$ cat config.mk
export PLATFORM = sky130hd
export DESIGN_NAME = explicit_gate
export DESIGN_NICKNAME = d
export VERILOG_FILES = /design/src/rtl/explicit_gate.sv
export SDC_FILE = /design/constraint.sdc
export NUM_CORES = 1
export LEC_CHECK = 0
export ABC_AREA = 1
export CORE_AREA = 10 10 47 49
export DETAILED_ROUTE_END_ITERATION = 7
export DIE_AREA = 0 0 57 59
export MAX_ROUTING_LAYER = met4
export SYNTH_ARGS = -nofsm -noshare
export SYNTH_HDL_FRONTEND = slang
export SYNTH_SLANG_ARGS = --single-unit
$ cat constraint.sdc
create_clock -name clk -period 0.86 [get_ports clk]
set_clock_uncertainty 0.2 [all_clocks]
set_input_delay 0.172 -clock clk [delete_from_list [all_inputs] [get_ports clk]]
set_output_delay 0.172 -clock clk [all_outputs]
set_load 0.03 [all_outputs]
$ cat src/rtl/explicit_gate.sv
// explicit_gate
//   Registered three-pair AND-OR combiner:
//     y = (a & b) | (c & d) | (e & f), bitwise over WIDTH-bit operands.
//   Also reports which pair(s) produced a nonzero AND term, and counts
//   (saturating) the captures whose new result is nonzero.
//
// Build option:
//   EXPLICIT_HIT_CNT_EN  defined   -> hit_count is a CNT_W-bit saturating counter
//                        undefined -> no counter logic, hit_count tied to 0
//
// Ports:
//   clk        in   1      rising-edge clock
//   rst        in   1      asynchronous active-high reset
//   en         in   1      capture enable; 0 holds every register
//   a, b       in   WIDTH  pair-0 operands
//   c, d       in   WIDTH  pair-1 operands
//   e, f       in   WIDTH  pair-2 operands
//   y          out  WIDTH  registered (a&b)|(c&d)|(e&f)
//   pair_hit   out  3      registered; bit k = |(pair k AND term)
//   hit_count  out  CNT_W  saturating count of captures with nonzero y
module explicit_gate #(
  parameter int unsigned WIDTH = 1,
  parameter int unsigned CNT_W = 8
) (
  input  logic             clk,
  input  logic             rst,
  input  logic             en,
  input  logic [WIDTH-1:0] a,
  input  logic [WIDTH-1:0] b,
  input  logic [WIDTH-1:0] c,
  input  logic [WIDTH-1:0] d,
  input  logic [WIDTH-1:0] e,
  input  logic [WIDTH-1:0] f,
  output logic [WIDTH-1:0] y,
  output logic [2:0]       pair_hit,
  output logic [CNT_W-1:0] hit_count
);

  logic [WIDTH-1:0] term0;
  logic [WIDTH-1:0] term1;
  logic [WIDTH-1:0] term2;
  logic [WIDTH-1:0] y_next;
  logic [2:0]       hit_next;

  always_comb begin
    term0    = a & b;
    term1    = c & d;
    term2    = e & f;
    y_next   = term0 | term1 | term2;
    hit_next = {|term2, |term1, |term0};
  end

  always_ff @(posedge clk or posedge rst) begin
    if (rst) begin
      y        <= '0;
      pair_hit <= '0;
    end else if (en) begin
      y        <= y_next;
      pair_hit <= hit_next;
    end
  end

`ifdef EXPLICIT_HIT_CNT_EN
  // Counts on the freshly computed result, not the registered y, so the
  // count lines up with the capture that produced the hit.
  always_ff @(posedge clk or posedge rst) begin
    if (rst) begin
      hit_count <= '0;
    end else if (en && (|y_next) && (hit_count != '1)) begin
      hit_count <= hit_count + CNT_W'(1);
    end
  end
`else
  assign hit_count = '0;
`endif

endmodule

==> summary.md <==
| Metric | Value |
|---|---|
| Status | finished with violations |
| Failing checks | hold timing, setup timing |
| Slowest-stage cell, CP | dfrtp_2 |
| Leakage Power | 0.000192 uW |
| Most frequent cells in the layout | conb_1, nand2_1, dlygate4sd2_1, dfrtp_2, buf_6 |
| Vias in the first global route | 244 |
| Grt ovf | 0 |
| Cell variety after synth | 8 |
| Synth area leaders | dfrtp_1, buf_4, nand2_1, nor2_1, o21ai_1 |
| Pin count of the biggest net entering global routing | 5 |
| Arrival @ worst endpoint | 0.77 ns |
| Vias | 197 |
| Inserted Diodes | 0 |
| DP Area | 328 um2 |
| Total power | 630 uW |
| Post-Syn Instances | 28 |
| Max Cap Viol | 0 |
| Register area share after synthesis | 44.2% |
| PwrDens | 1730 nW/um2 |
| Worst setup EP type | output port |
| Mux cell area share after synthesis | 0% |
| Compound-cell area share of the yosys netlist | approximately 7.7% |
| Die X | 57 um |
| Critical Path RT | 0.49 ns |
| Main combinational cell family by area after synthesis | buffers and inverters |
| Post-synth top area share | between 40% and 50% |
| TritonCTS clock tree | built |
| Worst setup SP type | flop |
| Delay-heaviest family, CP | flip-flops |
| Buffers on Ports | 12 |
| CTS clk-pin slew, worst paths | 0.04 ns |
| Yosys top cell by area | dfrtp_1 |
| RSZ-0062 raised after global routing | yes |
| Core area | 1400 um2 |
| Syn-to-layout area delta | 60.8% |
| DP HPWL | 539 um |
| Max Fclk | 874 MHz |
| Hold Vio Cnt, Final | 4 |
| GRT met1 Usage | 3.84% |
| Per-cell routed wire length | 10.4 um |
| Mean Syn Cell Area | 8.09 um2 |
| Worst skew pair latency | 0.23 ns |
| Layout cells sized above 1 | 27.9% |
| Busiest grt layer | met2 |
| Syn. warnings | 0 |
| Worst R2R Start | pair_hit[2] |
| Reg2Reg Depth | 3 |
| DRC errors left | 0 |
| Fin Hold WS | -0.0727 ns |
| Detailed Route WL | 613 um |
| Synthesis-stage register bit count | 4 |
| Final Cycle Share | 133% |
| H-tree Lvls | 1 |
| Vias per cell | 3.34 |
| DRT iter0 DRCs | 0 |
| First-pass GRT wire length | between 900 and 1000 um |
| Crit path buf inv count | 1 |
| Grt met3 use | 3.65% |
| Post-Synth XOR/XNOR Area | 0% |
| CP peak stage delay | about 0.40 ns |
| Reg2Reg Capture Point | pair_hit[2] |
| I/O pin total | 21 |
| Initial antenna violation count | 0 |
| Final ANT Viol Nets | 0 |
| Final nets | 54 |
| Critical Setup Path Class | flop to output port |
| Total Routing Usage GR | 4.01% |
| Setup ws final | -0.285 ns |
| Die H | 59 um |
| Commonest non-fill, non-tap cell in the layout | conb_1 |
| Final std cells w/o fill | 59 |
| First-pass iteration count of the detailed router | 1 |
| Final setup vio count | 6 |
| Hold Crit Class | primary input to asynchronous set/reset pin |
| CTS Buf Count | 3 |
| Critical path peak fanout | 2 |
| Max clock buf depth | 2 |
| Initial Util | 16.2% |
| Maximum VDD drop | 0.343 mV |
| Post-synthesis adder-cell area fraction | 0% |
| GRT met2 Usage | 4.50% |
| Placed cells | 55 |
| Cell area after synthesis | 226 um2 |
| # clock sinks | 4 |
| Fin crit period | 1.14 ns |
| Simple-Gate Fraction of Synth Area | about 17% |
| Routability cong. | 0.654 |
| Fin. max-slew vios | 0 |
| Cell Chain, Critical Path | buf_6 |
| Setup slack, reg-to-reg | -0.08 ns |
| Row cnt | 14 |
| Final instance area | 364 um2 |
| Die Area | 3360 um2 |
| Root Driver | clkbuf_4 |
cell usage after synthesis (all sizes together):
| library cell | number |
|---|---|
| nor2 | 3 |
| nand2 | 7 |
| buf | 8 |
| inv | 2 |
| o21a | 1 |
| o21ai | 2 |
| conb | 1 |
| dfrtp | 4 |
per-stage QoR:
step                util, %  setup slack, ns  TNS (ns)
finish                 26.0           -0.285     -1.20
global route           26.0           -0.303     -1.35
CTS                    25.4           -0.299     -1.20
detailed placement     23.4           -0.427     -1.85
global placement       23.4           -0.383     -1.72
floorplan                 -          -0.0903    -0.214
sequential cells by signal, summed over array words and instances, names as in the netlist:
| name | count |
|---|---|
| y | 1 |
| pair_hit | 3 |
routing by layer:
layer  wire length (um)  vias to the layer above
met5                  0                        -
li1                   -                       99
met1                280                       81
met4                  0                        0
met3                115                        0
met2                217                       17
how the worst max path moves through the flow:
stage                startpoint           to  slack, ns  depth (start not counted)
floorplan           pair_hit[0]  pair_hit[0]      -0.09                          1
global placement             en            y      -0.38                          4
detailed placement           en            y      -0.43                          4
CTS                           y            y      -0.30                          1
global route        pair_hit[1]  pair_hit[1]      -0.30                          1
finish                        y            y      -0.28                          1
worst reg2reg max path, stage by stage (launching register included):
cell,delay (ns)
dfrtp_2,0.40
buf_4,0.13
nand2_1,0.04
o21ai_1,0.05
report_power, final:
part / internal, uW / switching (uW) / total (uW)
logic: 66.8 / 114 / 181
clock network: 156 / 72.6 / 228
registers: 209 / 11.3 / 220
cell families after synthesis:
kind of cell,count (synthesis)
buf+inv,10
flops,4
compound gates,3
other cells,1
simple gates,10
repair_timing:
item                                    in CTS  in global routing
gates cloned                                 0                  0
gates resized for setup                     11                  0
endpoints found under the setup margin       8                  6
endpoints found under the hold margin        4                  4
buffers inserted                             0                  1
pin swaps                                    6                  0
cell type report:
class	count	area, um2
repair buffers	13	124
well taps	16	20.0
fillers	174	1040
clock buffers	3	22.5
flip-flops and latches	4	105
inverters	2	7.51
multi-input cells	21	85.1
Note: power is estimated with default switching activity, not from simulation.
